--- src/rtl/imem_loader_pkg.sv ---
// Shared constants, state encoding and helpers for the instruction-memory boot loader.
// Frame field order: LEN_LO, LEN_HI, 4*N payload bytes (little-endian words), CSUM.
package imem_loader_pkg;

  localparam int INSTR_BUS_BITS = 32;
  localparam int IMEM_DEPTH     = 256;
  localparam int IMEM_ADDR_BITS = 8;
  localparam int LEN_BITS       = 16;

  typedef enum logic [2:0] {
    IMEM_LDR_IDLE   = 3'd0,
    IMEM_LDR_LEN_LO = 3'd1,
    IMEM_LDR_LEN_HI = 3'd2,
    IMEM_LDR_DATA   = 3'd3,
    IMEM_LDR_CSUM   = 3'd4,
    IMEM_LDR_DONE   = 3'd5,
    IMEM_LDR_ERROR  = 3'd6
  } imem_ldr_state_e;

  // States in which a frame is being received; these also accept bytes.
  function automatic logic is_frame_state(input imem_ldr_state_e s);
    return (s == IMEM_LDR_LEN_LO) || (s == IMEM_LDR_LEN_HI) ||
           (s == IMEM_LDR_DATA)   || (s == IMEM_LDR_CSUM);
  endfunction

  function automatic logic is_idle_state(input imem_ldr_state_e s);
    return (s == IMEM_LDR_IDLE) || (s == IMEM_LDR_DONE) || (s == IMEM_LDR_ERROR);
  endfunction

endpackage

--- src/rtl/imem_word_assembler.sv ---
// Collects payload bytes into little-endian 32-bit words and keeps the running XOR checksum.
module imem_word_assembler
  import imem_loader_pkg::*;
(
  input  logic                      clk,
  input  logic                      rst_n,
  input  logic                      clr,
  input  logic                      byte_en,
  input  logic [7:0]                byte_data,
  output logic                      word_valid,
  output logic [INSTR_BUS_BITS-1:0] word,
  output logic [7:0]                csum
);

  // Holds the first three bytes of the current word; byte 0 ends up in the low lane.
  logic [INSTR_BUS_BITS-9:0] shift_q;
  logic [1:0]                byte_idx;

  always_ff @(posedge clk or negedge rst_n) begin
    if (!rst_n) begin
      shift_q  <= '0;
      byte_idx <= '0;
      csum     <= '0;
    end else if (clr) begin
      shift_q  <= '0;
      byte_idx <= '0;
      csum     <= '0;
    end else if (byte_en) begin
      shift_q  <= {byte_data, shift_q[INSTR_BUS_BITS-9:8]};
      byte_idx <= byte_idx + 2'd1;
      csum     <= csum ^ byte_data;
    end
  end

  // The fourth byte completes the word combinationally so the write can be registered next edge.
  assign word_valid = byte_en && (byte_idx == 2'd3);
  assign word       = {byte_data, shift_q};

endmodule

--- src/rtl/imem_loader.sv ---
// Boot-time loader: parses a framed byte stream and writes instruction words into imem,
// holding the core in reset until a full frame with a valid checksum has landed.
module imem_loader
  import imem_loader_pkg::*;
#(
  parameter int DEPTH  = IMEM_DEPTH,
  parameter int ADDR_W = IMEM_ADDR_BITS
) (
  input  logic                      clk,
  input  logic                      rst_n,
  input  logic                      start,
  input  logic                      in_valid,
  input  logic [7:0]                in_data,
  output logic                      in_ready,
  output logic                      we,
  output logic [ADDR_W-1:0]         waddr,
  output logic [INSTR_BUS_BITS-1:0] wdata,
  output logic                      busy,
  output logic                      done,
  output logic                      err,
  output logic                      core_rst_n
);

  localparam logic [LEN_BITS:0] DEPTH_L = (LEN_BITS+1)'(DEPTH);

  imem_ldr_state_e state, state_nxt;

  logic [7:0]                len_lo;
  logic [LEN_BITS-1:0]       len;
  logic [LEN_BITS-1:0]       len_rx;
  logic [ADDR_W-1:0]         widx;
  logic                      accept;
  logic                      arm;
  logic                      last_word;
  logic                      word_valid;
  logic [INSTR_BUS_BITS-1:0] word;
  logic [7:0]                csum;

  assign in_ready  = is_frame_state(state);
  assign accept    = in_valid && in_ready;
  assign arm       = start && is_idle_state(state);
  assign len_rx    = {in_data, len_lo};
  assign last_word = (LEN_BITS'(widx) == (len - LEN_BITS'(1)));

  imem_word_assembler u_asm (
    .clk        (clk),
    .rst_n      (rst_n),
    .clr        (arm),
    .byte_en    (accept && (state == IMEM_LDR_DATA)),
    .byte_data  (in_data),
    .word_valid (word_valid),
    .word       (word),
    .csum       (csum)
  );

  always_ff @(posedge clk or negedge rst_n) begin
    if (!rst_n) state <= IMEM_LDR_IDLE;
    else        state <= state_nxt;
  end

  always_comb begin
    state_nxt = state;
    case (state)
      IMEM_LDR_IDLE, IMEM_LDR_DONE, IMEM_LDR_ERROR: begin
        if (start) state_nxt = IMEM_LDR_LEN_LO;
      end
      IMEM_LDR_LEN_LO: begin
        if (accept) state_nxt = IMEM_LDR_LEN_HI;
      end
      IMEM_LDR_LEN_HI: begin
        // Oversized frames are rejected here so the word index can never reach DEPTH.
        if (accept) begin
          if ({1'b0, len_rx} > DEPTH_L) state_nxt = IMEM_LDR_ERROR;
          else if (len_rx == '0)        state_nxt = IMEM_LDR_CSUM;
          else                          state_nxt = IMEM_LDR_DATA;
        end
      end
      IMEM_LDR_DATA: begin
        if (word_valid && last_word) state_nxt = IMEM_LDR_CSUM;
      end
      IMEM_LDR_CSUM: begin
        if (accept) state_nxt = (in_data == csum) ? IMEM_LDR_DONE : IMEM_LDR_ERROR;
      end
      default: state_nxt = IMEM_LDR_IDLE;
    endcase
  end

  always_ff @(posedge clk or negedge rst_n) begin
    if (!rst_n) begin
      len_lo     <= '0;
      len        <= '0;
      widx       <= '0;
      we         <= 1'b0;
      waddr      <= '0;
      wdata      <= '0;
      busy       <= 1'b0;
      done       <= 1'b0;
      err        <= 1'b0;
      core_rst_n <= 1'b0;
    end else begin
      we <= 1'b0;
      if (arm) widx <= '0;
      if (accept && (state == IMEM_LDR_LEN_LO)) len_lo <= in_data;
      if (accept && (state == IMEM_LDR_LEN_HI)) len    <= len_rx;
      if (word_valid) begin
        we    <= 1'b1;
        waddr <= widx;
        wdata <= word;
        if (!last_word) widx <= widx + ADDR_W'(1);
      end
      // Status flags follow the next state so they are registered yet aligned with it.
      busy       <= is_frame_state(state_nxt);
      done       <= (state_nxt == IMEM_LDR_DONE);
      err        <= (state_nxt == IMEM_LDR_ERROR);
      core_rst_n <= (state_nxt == IMEM_LDR_DONE);
    end
  end

endmodule

--- config.mk ---
export PLATFORM = sky130hd
export DESIGN_NAME = imem_loader
export DESIGN_NICKNAME = d
export VERILOG_FILES = /design/src/rtl/imem_loader_pkg.sv /design/src/rtl/imem_word_assembler.sv /design/src/rtl/imem_loader.sv
export SDC_FILE = /design/constraint.sdc
export NUM_CORES = 1
export LEC_CHECK = 0
export CAP_MARGIN = 20
export CORE_UTILIZATION = 58
export CTS_BUF_LIST = sky130_fd_sc_hd__clkbuf_8
export CTS_CLUSTER_SIZE = 14
export DETAILED_ROUTE_END_ITERATION = 16
export GPL_TIMING_DRIVEN = 0
export PLACE_DENSITY = 0.92
export SETUP_SLACK_MARGIN = 0.5
export SLEW_MARGIN = 20
export SYNTH_ARGS = -nofsm -noshare
export SYNTH_HDL_FRONTEND = slang
export SYNTH_SLANG_ARGS = --single-unit
--- constraint.sdc ---
create_clock -name clk -period 3.04 [get_ports clk]
set_input_delay 0.456 -clock clk [delete_from_list [all_inputs] [get_ports clk]]
set_output_delay 0.456 -clock clk [all_outputs]
set_load 0.005 [all_outputs]
* Word-level counts from Yosys, hierarchy flattened *
Index checks and enable logic that the tools add are counted.

cells by class
  equality and inequality tests = 15
  mux-type cells = 19
  reduce and logical (&&, ||, !) cells = 19
  add/sub/neg operators = 3
  bitwise gates (word level) = 1
  $lt $le $gt $ge = 1

operators with widths
  operator                                                                           number
  24-bit 2-to-1 mux                                                                  2
  8-bit 2-to-1 mux                                                                   5
  3-bit 2-to-1 mux                                                                   7
  3-bit equality test (second input constant)                                        6
  8-bit by 16-bit equality test with 1-bit output                                    1
  16-bit by 9-bit greater-than comparator with 1-bit output (second input constant)  1
  16-bit zero test                                                                   1
  16-bit by 1-bit subtractor with 16-bit output (second input constant)              1
  3-bit case mux with 5 select lines                                                 1
  3-bit by 2-bit equality test with 1-bit output (second input constant)             4
  8-bit by 1-bit adder with 8-bit output (second input constant)                     1
  8-bit equality test                                                                1
  1-bit logical OR                                                                   8
  8-bit XOR                                                                          1
  1-bit logical AND                                                                  7
  3-bit by 1-bit equality test with 1-bit output (second input constant)             2
  2-bit 2-to-1 mux                                                                   3
  3-bit zero test                                                                    1
  3-bit OR reduction                                                                 1
  2-bit by 1-bit adder with 2-bit output (second input constant)                     1
  2-bit equality test (second input constant)                                        1
  2-bit nonzero test                                                                 1
  1-bit 2-to-1 mux                                                                   1

word-level totals
  bits of input ports = 12
  bits in registers = 113
  output and inout bits = 46

* Longest topological paths before layout *
Gate-level depths: netlist (run 1).

  word-level depth = 14
  gate-level depth with buffers = 11

* Modules after synthesis *
From an unflattened synthesis (run 1), not the netlist that was laid out.

unflattened totals
  cell total of the unflattened synthesis = 443
  area total of the unflattened synthesis = 5361.4 µm²

by module, submodules not included
  module               seq. area each (µm²)  cells an instance  area each (µm²)  times used
  imem_loader          1976.9                314                3804.9           1
  imem_word_assembler  850.8                 129                1556.5           1

* Least setup slack after synthesis (run 1) *
No wires, ideal clock.

  kind = flip-flop to flip-flop
  from = reg len[0]
  to = reg widx[1]
  path slack = 593 ps
  stages on the path, launching flop included = 11
  period minus slack after synthesis = 2447 ps
  required time = 2913 ps
  data arrival time = 2320 ps
  buffers on the path = 2
  cell sequence = dfrtp_1 inv_1 ha_1 clkbuf_1 nand3_1 a221o_1 a22oi_2 nand4_2 o21ai_2 buf_6 mux2_1

on the way
  word-level cells in the longest chain between the ends = 4

RTL lines
  what                                             RTL line            source
  start, declared                                  imem_loader.sv:29   logic [LEN_BITS-1:0] len;
  start signal, assigned                           imem_loader.sv:104  if (accept && (state == IMEM_LDR_LEN_HI)) len <= len_rx;
  16-bit by 1-bit subtractor with 16-bit output    imem_loader.sv:43   assign last_word = (LEN_BITS'(widx) == (len - LEN_BITS'(1)));
  8-bit by 16-bit equality test with 1-bit output  imem_loader.sv:43
  8-bit 2-to-1 mux                                 imem_loader.sv:109  if (!last_word) widx <= widx + ADDR_W'(1);
  8-bit 2-to-1 mux                                 imem_loader.sv:105  if (word_valid) begin
  end signal, assigned                             imem_loader.sv:109
  end, declared                                    imem_loader.sv:31   logic [ADDR_W-1:0] widx;

No other way between the ends.
A chain may end at the register's enable or synchronous reset.

* Final worst setup path (run 1) *
  from = reg len[2]
  to = reg widx[2]

Same word-level chain as after synthesis.

==> impl_results.html, run 1 <==
<table>
<tr><th>Metric</th><th>Value</th></tr>
<tr><th colspan="2">Routing</th></tr>
<tr><td>Mean routed wirelength per cell</td><td>18.9 microns</td></tr>
<tr><td>DR iter-0 viols</td><td>286</td></tr>
<tr><td>Average vias per placed instance</td><td>between 6 and 7</td></tr>
<tr><td>Number of routed nets with antenna violations</td><td>0</td></tr>
<tr><td>Drt drc</td><td>1</td></tr>
<tr><td>Total length of routed met3 wires</td><td>827 microns</td></tr>
<tr><td>DRT met1 WL</td><td>5.11 mm</td></tr>
<tr><td>Wire length on met2</td><td>6.40 mm</td></tr>
<tr><td>Total iterations of the first detailed-routing run</td><td>13</td></tr>
<tr><td>DR vias</td><td>roughly 4000</td></tr>
<tr><td>Highest Signal Layer</td><td>met4</td></tr>
<tr><td>Total detailed-routing wirelength</td><td>12.6 mm</td></tr>
<tr><th colspan="2">Placement</th></tr>
<tr><td>IO Port Bufs</td><td>56</td></tr>
<tr><td>Detailed Place HPWL</td><td>7.73 mm</td></tr>
<tr><td>Post-DP Area</td><td>0.00588 sq mm</td></tr>
<tr><td>Final estimated routing congestion in global placement</td><td>0.856</td></tr>
<tr><td>Cell Count Post-Placement</td><td>around 620</td></tr>
<tr><th colspan="2">Worst setup path</th></tr>
<tr><td>Crit Path Category</td><td>flip-flop to flip-flop</td></tr>
<tr><td>Worst-path cell chain</td><td>nor4_4 -&gt; buf_4 -&gt; buf_4 -&gt; a311o_1 -&gt; a22oi_2 -&gt; nand4_4 -&gt; o21ai_4 -&gt; buf_6 -&gt; nor3b_2 -&gt; a221o_1</td></tr>
<tr><td>Largest stage delay on the critical path</td><td>~540 ps</td></tr>
<tr><td>Arrival time reported for the critical path endpoint</td><td>2860 ps</td></tr>
<tr><td>Standard cell with the maximum stage delay on the critical path</td><td>dfrtp_1</td></tr>
<tr><td>Endpoint type of the worst setup path</td><td>flip-flop</td></tr>
<tr><td>Category of the worst setup path launch point</td><td>flip-flop</td></tr>
<tr><td>Maximum fanout along the worst path</td><td>8</td></tr>
<tr><td>Most prevalent standard cell on the critical path</td><td>buf_4</td></tr>
<tr><td>Data required time of the critical path</td><td>3350 ps</td></tr>
<tr><th colspan="2">Power</th></tr>
<tr><td>Maximum vdd drop</td><td>0.000583 V</td></tr>
<tr><td>Power density relative to cell area</td><td>around 840 mW/mm^2</td></tr>
<tr><td>Total power after layout</td><td>5480 uW</td></tr>
<tr><td>Leakage power figure</td><td>0.00299 uW</td></tr>
<tr><th colspan="2">Clock tree</th></tr>
<tr><td>CTS H-Tree Depth</td><td>4</td></tr>
<tr><td>Bufs on Longest Clock Path</td><td>2</td></tr>
<tr><td>Latest clock arrival within the worst-skew pair</td><td>440 ps</td></tr>
<tr><td>Root cell of the clock tree</td><td>clkbuf_8</td></tr>
<tr><td>TritonCTS Buffers</td><td>17</td></tr>
<tr><td>Clk slew on worst S/H paths</td><td>70 ps</td></tr>
<tr><td>CTS sink cnt</td><td>113</td></tr>
<tr><td>CTS tree</td><td>built</td></tr>
<tr><th colspan="2">STA</th></tr>
<tr><td>Worst hold margin</td><td>between 400 and 500 ps</td></tr>
<tr><td>Number of setup violations in the final report</td><td>0</td></tr>
<tr><td>Unrepaired setup endpoints after global routing</td><td>false</td></tr>
<tr><td>Pins Over Slew Limit</td><td>0</td></tr>
<tr><td>Number of endpoints with negative hold slack in the final report</td><td>0</td></tr>
<tr><td>Largest clock skew in the final design</td><td>10.8 ps</td></tr>
<tr><td>Fraction of the cycle the final worst path needs</td><td>84.0%</td></tr>
<tr><td>Worst-margin pin slew</td><td>664 ps</td></tr>
<tr><td>Setup TNS</td><td>0 ps</td></tr>
<tr><td>Maximum frequency from static timing analysis</td><td>roughly 0.4 GHz</td></tr>
<tr><td>Slew headroom</td><td>55.5%</td></tr>
<tr><td>Minimum clock period after layout</td><td>2550 ps</td></tr>
<tr><th colspan="2">Outcome</th></tr>
<tr><td>Outcome</td><td>finished with violations</td></tr>
<tr><td>Violated checks</td><td>DRC</td></tr>
<tr><th colspan="2">Yosys</th></tr>
<tr><td>Compound-gate portion of the synthesized area</td><td>7.64%</td></tr>
<tr><td>Seq cells post-synth</td><td>113</td></tr>
<tr><td>Mapped Area</td><td>0.00516 sq mm</td></tr>
<tr><td>Post-synth EDFFs</td><td>0</td></tr>
<tr><td>Post-Synthesis Cells</td><td>between 400 and 500</td></tr>
<tr><td>Xor/xnor cell area share of the yosys netlist</td><td>5.10%</td></tr>
<tr><td>Combinational family with the most area after synthesis</td><td>simple AND/OR/NAND/NOR gates</td></tr>
<tr><td>Fraction of the mapped netlist area in simple logic gates</td><td>14.8%</td></tr>
<tr><td>Syn_area_per_cell</td><td>11.4 sq um</td></tr>
<tr><td>Library cells used by synthesis</td><td>58</td></tr>
<tr><td>Synth Warn #</td><td>0</td></tr>
<tr><td>Adder and majority cell fraction of the synthesized area</td><td>less than 1%</td></tr>
<tr><td>Top FF cell, synth</td><td>dfrtp_1</td></tr>
<tr><td>Post-synthesis sequential area ratio</td><td>54.8%</td></tr>
<tr><td>Synthesized netlist net count</td><td>468</td></tr>
<tr><td>Multiplexer share of the synthesized area</td><td>14.4%</td></tr>
<tr><td>Proportion of synthesized flip-flops having asynchronous set or reset</td><td>100%</td></tr>
<tr><th colspan="2">Die</th></tr>
<tr><td>Area of the core</td><td>just under 0.009 sq mm</td></tr>
<tr><td>Effective utilization at floorplan</td><td>between 50% and 60%</td></tr>
<tr><td>Number of top-level pins</td><td>58</td></tr>
<tr><td>Standard-cell rows</td><td>34</td></tr>
<tr><td>Die Wd</td><td>96.3 microns</td></tr>
<tr><td>Die Outline Area</td><td>0.00927 sq mm</td></tr>
<tr><td>Die Height</td><td>96.3 microns</td></tr>
<tr><th colspan="2">Run</th></tr>
<tr><td>Number of violations of the max-capacitance limit</td><td>0</td></tr>
<tr><th colspan="2">Cells and area</th></tr>
<tr><td>Share of cells above drive strength 1</td><td>between 20% and 30%</td></tr>
<tr><td>Antenna diode count</td><td>0</td></tr>
<tr><td>Cell Count, Final, Fillers Out</td><td>667</td></tr>
<tr><td>Area growth from synthesis to final layout</td><td>26.7%</td></tr>
<tr><td>Design Area, Final</td><td>0.00653 sq mm</td></tr>
<tr><td>Final layout net count</td><td>approximately 560</td></tr>
<tr><th colspan="2">GRT</th></tr>
<tr><td>Largest net degree at the start of global routing</td><td>87</td></tr>
<tr><td>Antenna violations before repair</td><td>0</td></tr>
<tr><td>Global-route wire length before repair</td><td>around 20 mm</td></tr>
<tr><td>GRT Resource Usage Total</td><td>29.2%</td></tr>
<tr><td>Overflow left after global routing</td><td>0</td></tr>
<tr><td>Vias in the first global route</td><td>3986</td></tr>
<tr><th colspan="2">Min path</th></tr>
<tr><td>Worst min path class</td><td>input port to asynchronous set/reset pin</td></tr>
</table>
==> metal layers <==
layer  vias up  global-route usage, %
met2       202                   48.8
li1       1775                      -
met4         0                   11.6
met5         -                      0
met3        33                   6.40
met1      2014                   36.9
==> per-stage QoR <==
stage	util [%]	setup slack (ps)
2_1_floorplan	-	593
3_3_place_gp	67.4	-2500
3_5_place_dp	67.8	209
4_1_cts	74.0	506
5_1_grt	75.3	418
6_report	75.3	486
==> sequential cells by signal (all words and copies together) (netlist names) <==
| register | count |
|---|---|
| state | 3 |
| widx | 8 |
| len | 16 |
| u_asm.csum | 8 |
| waddr | 8 |
| busy | 1 |
| u_asm.byte_idx | 2 |
| core_rst_n | 1 |
| we | 1 |
| wdata | 32 |
| err | 1 |
| u_asm.shift_q | 24 |
| len_lo | 8 |
==> logic make-up (layout without fill, tap and decap cells) <==
logic type / Yosys count / count (layout)
AO/OA/AOI/OAI: 62 / 62
flip-flops: 113 / 113
adder cells (fa/ha/maj): 3 / 3
XOR/XNOR: 30 / 30
multiplexers: 66 / 66
buffers and inverters: 30 / 136
AND/OR/NAND/NOR: 149 / 149
==> critical path: cells and delay by family, from the launching register on <==
family	cells	cell delay, ps
AOI/OAI and AO/OA	4	1110
buffers and inverters	3	470
DFF	1	540
and+or+nand+nor	3	280
==> cell usage in the layout, fill, tap and decap left out, types with 3 or more instances in the layout <==
master,Yosys,layout
nor3_1,5,5
bufinv_16,0,4
clkbuf_2,0,3
a21oi_1,32,32
and3_1,5,5
dfrtp_1,113,110
nand2_1,64,63
o21ai_0,6,6
buf_2,5,5
nor2b_1,5,4
inv_1,7,5
nand4_1,5,5
clkbuf_1,14,11
nand2b_1,5,5
o21ai_1,4,4
mux2_2,61,61
clkbuf_8,0,17
nand3_1,8,8
dfrtp_2,0,3
clkinvlp_4,0,4
xor2_1,20,20
buf_4,1,17
mux2i_1,3,3
a221o_1,3,3
clkdlybuf4s50_1,0,55
inv_6,0,3
clkinv_4,0,3
nor2_1,25,25
nor4_1,7,7
xnor2_1,10,10
==> worst paths after layout <==
check / start / slack [ps] / to / cells after the start
setup / recovery: len[2]$_DFFE_PN0P_ / 490 / widx[2]$_DFF_PN0_ / 10
hold / removal: rst_n / 450 / wdata[26]$_DFFE_PN0P_ / 2
setup reg to reg: len[2]$_DFFE_PN0P_ / 490 / widx[2]$_DFF_PN0_ / 10
hold reg to reg: waddr[4]$_DFFE_PN0P_ / 510 / waddr[4]$_DFFE_PN0P_ / 1
max in group asynchronous: rst_n / 1910 / waddr[7]$_DFFE_PN0P_ / 3
min in group clk: in_data[0] / 480 / u_asm.shift_q[16]$_DFFE_PN0P_ / 3
==> area by class of cell <==
class                      instances  area [sq um]
fill                             536          2150
clock buffer                      17           234
buffer                            23           119
multi-input combinational        310          2260
tap                              108           135
timing repair buffer              74           719
inverter                           7          26.3
clock inverter                    15           208
sequential                       113          2830
==> report_power, final <==
part           total (uW)  internal (uW)  switching [uW]
combinational        1720            827             897
clock                1560            901             664
sequential           2190           1840             353
==> cells in the mapped netlist (5+ instances only) <==
cell | instances | share of area (%)
dfrtp_1 | 113 | 55
nand2_1 | 64 | 4.7
mux2_2 | 61 | 13
a21oi_1 | 32 | 3.1
nor2_1 | 25 | 1.8
xor2_1 | 20 | 3.4
clkbuf_1 | 14 | 1.0
xnor2_1 | 10 | 1.7
nand3_1 | 8 | 0.78
inv_1 | 7 | 0.51
nor4_1 | 7 | 0.85
o21ai_0 | 6 | 0.58
and3_1 | 5 | 0.61
buf_2 | 5 | 0.49
nand2b_1 | 5 | 0.61
nand4_1 | 5 | 0.61
nor2b_1 | 5 | 0.61
nor3_1 | 5 | 0.49
==> what timing repair did <==
item / CTS / global route
cloned: 0 / 0
pin swaps: 3 / 5
hold buffers: 1 / 0
resized for setup: 13 / 11
buffers inserted: 5 / 11
setup endpoints to repair: 23 / 14
hold endpoints to repair: 27 / 0
(Power assumes the default switching activity.)
==> run 2: changes to the inputs <==
--- a/config.mk
+++ b/config.mk
@@ -6,12 +6,12 @@
 export NUM_CORES = 1
 export LEC_CHECK = 0
 export CAP_MARGIN = 20
-export CORE_UTILIZATION = 58
+export CORE_UTILIZATION = 53
 export CTS_BUF_LIST = sky130_fd_sc_hd__clkbuf_8
 export CTS_CLUSTER_SIZE = 14
 export DETAILED_ROUTE_END_ITERATION = 16
 export GPL_TIMING_DRIVEN = 0
-export PLACE_DENSITY = 0.92
+export PLACE_DENSITY = 0.89
 export SETUP_SLACK_MARGIN = 0.5
 export SLEW_MARGIN = 20
 export SYNTH_ARGS = -nofsm -noshare
==> constraint.sdc (replaced) <==
create_clock -name clk -period 2.3 [get_ports clk]
set_input_delay 0.345 -clock clk [delete_from_list [all_inputs] [get_ports clk]]
set_output_delay 0.345 -clock clk [all_outputs]
set_load 0.005 [all_outputs]
==> impl_results.html, run 2 (synthesized netlist as in run 1, its figures left out) <==
<table>
<tr><th>Metric</th><th>Value</th></tr>
<tr><th colspan="2">Outcome</th></tr>
<tr><td>Outcome</td><td>finished with violations</td></tr>
<tr><td>Violated checks</td><td>setup timing</td></tr>
<tr><th colspan="2">Routing</th></tr>
<tr><td>DR iter-0 viols</td><td>457 (+60%)</td></tr>
<tr><td>Mean routed wirelength per cell</td><td>22.1 microns (+17%)</td></tr>
<tr><td>Drt drc</td><td>0 (-1)</td></tr>
<tr><td>Number of routed nets with antenna violations</td><td>0 (unchanged)</td></tr>
<tr><td>DR vias</td><td>4391 (+9.1%)</td></tr>
<tr><td>Total iterations of the first detailed-routing run</td><td>5 (-8)</td></tr>
<tr><td>Total detailed-routing wirelength</td><td>15.6 mm (+23%)</td></tr>
<tr><td>Average vias per placed instance</td><td>6.24 (+3.4%)</td></tr>
<tr><th colspan="2">Cells and area</th></tr>
<tr><td>Area of the multi-input gates</td><td>0.00244 sq mm (+8.3%)</td></tr>
<tr><td>Layout filler cell count</td><td>530 (-1.1%)</td></tr>
<tr><td>Most frequent standard cell in the layout excluding fill and tap cells</td><td>dfrtp_1</td></tr>
<tr><td>Share of cells above drive strength 1</td><td>34.6% (+8.8 points)</td></tr>
<tr><td>Antenna diode count</td><td>0 (unchanged)</td></tr>
<tr><td>Top flop regs</td><td>wdata (32), u_asm.shift_q (24), len (16)</td></tr>
<tr><td>Sequential standard cell area</td><td>0.00283 sq mm (about the same)</td></tr>
<tr><td>Area growth from synthesis to final layout</td><td>36.5%</td></tr>
<tr><td>Highest-count cells in the layout ignoring fill and taps</td><td>dfrtp_1 (109), nand2_1 (61), clkdlybuf4s50_1 (54)</td></tr>
<tr><td>Final layout net count</td><td>578 (+3.0%)</td></tr>
<tr><td>Flip-flop count of the largest register after layout</td><td>32 (unchanged)</td></tr>
<tr><td>Register with the most flip-flops</td><td>wdata</td></tr>
<tr><th colspan="2">Worst setup path</th></tr>
<tr><td>Maximum fanout along the worst path</td><td>4 (-4)</td></tr>
<tr><td>Standard cell with the maximum stage delay on the critical path</td><td>nor4_4</td></tr>
<tr><td>Category of the worst setup path launch point</td><td>flip-flop</td></tr>
<tr><td>Largest stage delay on the critical path</td><td>410 ps (-130 ps)</td></tr>
<tr><td>Crit Path Category</td><td>flip-flop to flip-flop</td></tr>
<tr><td>Arrival time reported for the critical path endpoint</td><td>2840 ps (-20 ps)</td></tr>
<tr><td>Worst r2r path cells</td><td>10 (unchanged)</td></tr>
<tr><td>Worst-path cell chain</td><td>inv_2 -&gt; ha_4 -&gt; buf_6 -&gt; o21ba_1 -&gt; a221o_1 -&gt; a22oi_2 -&gt; nand4_4 -&gt; nor4_4 -&gt; or2_4 -&gt; and3_4</td></tr>
<tr><td>Data required time of the critical path</td><td>2660 ps (-690 ps)</td></tr>
<tr><td>Endpoint type of the worst setup path</td><td>flip-flop</td></tr>
<tr><th colspan="2">Die</th></tr>
<tr><td>Die Wd</td><td>101 microns (+4.5%)</td></tr>
<tr><td>Effective utilization at floorplan</td><td>55.3% (-4.1 points)</td></tr>
<tr><td>Standard-cell rows</td><td>35 (+2.9%)</td></tr>
<tr><td>Area of the core</td><td>0.00933 sq mm (+7.5%)</td></tr>
<tr><td>Number of top-level pins</td><td>58 (unchanged)</td></tr>
<tr><td>Die Height</td><td>101 microns (+4.5%)</td></tr>
<tr><td>Die Outline Area</td><td>0.0101 sq mm (+9.2%)</td></tr>
<tr><th colspan="2">Clock tree</th></tr>
<tr><td>CTS H-Tree Depth</td><td>4 (unchanged)</td></tr>
<tr><td>Clk slew on worst S/H paths</td><td>70 ps (about the same)</td></tr>
<tr><td>Root cell of the clock tree</td><td>clkbuf_8</td></tr>
<tr><td>Latest clock arrival within the worst-skew pair</td><td>430 ps (about the same)</td></tr>
<tr><td>Bufs on Longest Clock Path</td><td>2 (unchanged)</td></tr>
<tr><td>CTS sink cnt</td><td>113 (unchanged)</td></tr>
<tr><td>CTS tree</td><td>built</td></tr>
<tr><td>TritonCTS Buffers</td><td>17 (unchanged)</td></tr>
<tr><th colspan="2">STA</th></tr>
<tr><td>Worst-margin pin slew</td><td>545 ps (-120 ps)</td></tr>
<tr><td>Setup ws final</td><td>-181 ps (-667 ps)</td></tr>
<tr><td>Largest clock skew in the final design</td><td>7.95 ps (-2.87 ps)</td></tr>
<tr><td>Minimum clock period after layout</td><td>2480 ps (-72.7 ps)</td></tr>
<tr><td>Fraction of the cycle the final worst path needs</td><td>108% (+24 points)</td></tr>
<tr><td>Setup TNS</td><td>-1390 ps (-1390 ps)</td></tr>
<tr><td>Number of setup violations in the final report</td><td>12 (+12)</td></tr>
<tr><td>Number of endpoints with negative hold slack in the final report</td><td>0 (unchanged)</td></tr>
<tr><td>Maximum frequency from static timing analysis</td><td>0.403 GHz (+2.9%)</td></tr>
<tr><td>Unrepaired setup endpoints after global routing</td><td>true</td></tr>
<tr><td>Slew headroom</td><td>63.7% (+8.2 points)</td></tr>
<tr><td>Pins Over Slew Limit</td><td>0 (unchanged)</td></tr>
<tr><th colspan="2">GRT</th></tr>
<tr><td>GRT Resource Usage Total</td><td>28.6% (-0.55 points)</td></tr>
<tr><td>Global-route wire length before repair</td><td>21.9 mm (+11%)</td></tr>
<tr><td>Overflow left after global routing</td><td>0 (unchanged)</td></tr>
<tr><td>Largest net degree at the start of global routing</td><td>59 (-32%)</td></tr>
<tr><td>Vias in the first global route</td><td>4436 (+11%)</td></tr>
<tr><td>Antenna violations before repair</td><td>0 (unchanged)</td></tr>
<tr><th colspan="2">Power</th></tr>
<tr><td>Leakage power figure</td><td>0.00319 uW (+6.7%)</td></tr>
<tr><td>Maximum vdd drop</td><td>0.000717 V (+23%)</td></tr>
<tr><td>Power density relative to cell area</td><td>1120 mW/mm^2 (+33%)</td></tr>
<tr><td>Total power after layout</td><td>7880 uW (+44%)</td></tr>
<tr><th colspan="2">Placement</th></tr>
<tr><td>Final estimated routing congestion in global placement</td><td>0.918 (+7.2%)</td></tr>
<tr><td>IO Port Bufs</td><td>56 (unchanged)</td></tr>
<tr><td>Detailed Place HPWL</td><td>7.99 mm (+3.3%)</td></tr>
<tr><th colspan="2">Min path</th></tr>
<tr><td>Worst min path class</td><td>input port to asynchronous set/reset pin</td></tr>
<tr><th colspan="2">Run</th></tr>
<tr><td>Number of violations of the max-capacitance limit</td><td>0 (unchanged)</td></tr>
</table>
## run 2: cell types whose count changed in the layout (fill, tap and decap cells not counted), sizes merged
| cell | before | now |
|---|---|---|
| clkinvlp | 4 | 2 |
| clkbuf | 31 | 27 |
| clkdlybuf4s50 | 55 | 54 |
| bufinv | 4 | 5 |
| inv | 10 | 8 |
| buf | 27 | 51 |
## run 2: worst max-delay path: cells and delay by family, from the launching register on
family | cells | cell delay (ps)
AND/OR/NAND/NOR | 4 | 1010
AO/OA/AOI/OAI | 3 | 680
flip-flops | 1 | 370
buffers and inverters | 2 | 180
adder cells (fa/ha/maj) | 1 | 170
## run 2: final timing paths
kind                            slack, ps                             to                 start
max in group asynchronous            1150             len[3]$_DFFE_PN0P_                 rst_n
min in group clk                      480  u_asm.shift_q[16]$_DFFE_PN0P_            in_data[0]
worst max register to register       -180                  err$_DFF_PN0_    len[1]$_DFFE_PN0P_
worst max-delay path                 -180                  err$_DFF_PN0_    len[1]$_DFFE_PN0P_
worst min-delay path                  460            len[14]$_DFFE_PN0P_                 rst_n
worst min register to register        500           waddr[6]$_DFFE_PN0P_  waddr[6]$_DFFE_PN0P_
## run 2: layout make-up
cell class / instances / share of cell area [%]
multi-input cells: 310 / 34.7
flip-flops and latches: 113 / 40.3
clock buffers: 19 / 3.72
well taps: 129 / 2.29
clock inverters: 12 / 2.68
repair buffers: 91 / 12.7
plain buffers: 23 / 3.17
inverters: 7 / 0.480
## run 2: routing by layer
layer,global-route usage [%],up-vias,wire length [microns]
met5,0,-,0
li1,-,1809,-
met4,14.3,0,871
met2,49.5,270,7940
met1,33.7,2220,5640
met3,6.38,92,1120
## run 2: where the power goes
group	total [uW]	switching [uW]	internal [uW]
sequential	2930	494	2430
combinational	2800	1430	1370
clock	2150	819	1330
total	7880	2740	5140
## run 2: what timing repair did
| item | in CTS | in global routing |
|---|---|---|
| pin swaps | 8 | 13 |
| hold buffers | 1 | 0 |
| setup endpoints to repair | 99 | 94 |
| gates cloned | 2 | 0 |
| setup buffers | 18 | 13 |
| hold endpoints to repair | 55 | 0 |
| resized for setup | 48 | 71 |
## run 2: per-stage QoR
stage	setup slack, ps	hold slack, ps	util, %	instance area (sq um)	std cells
floorplan	98.5	49.4	-	5210	453
global placement	-3640	474	63.6	5930	638
detailed placement	-182	352	63.9	5960	639
CTS	-59.6	416	72.1	6720	691
global route	-262	486	75.4	7040	704
finish	-181	463	75.4	7040	704
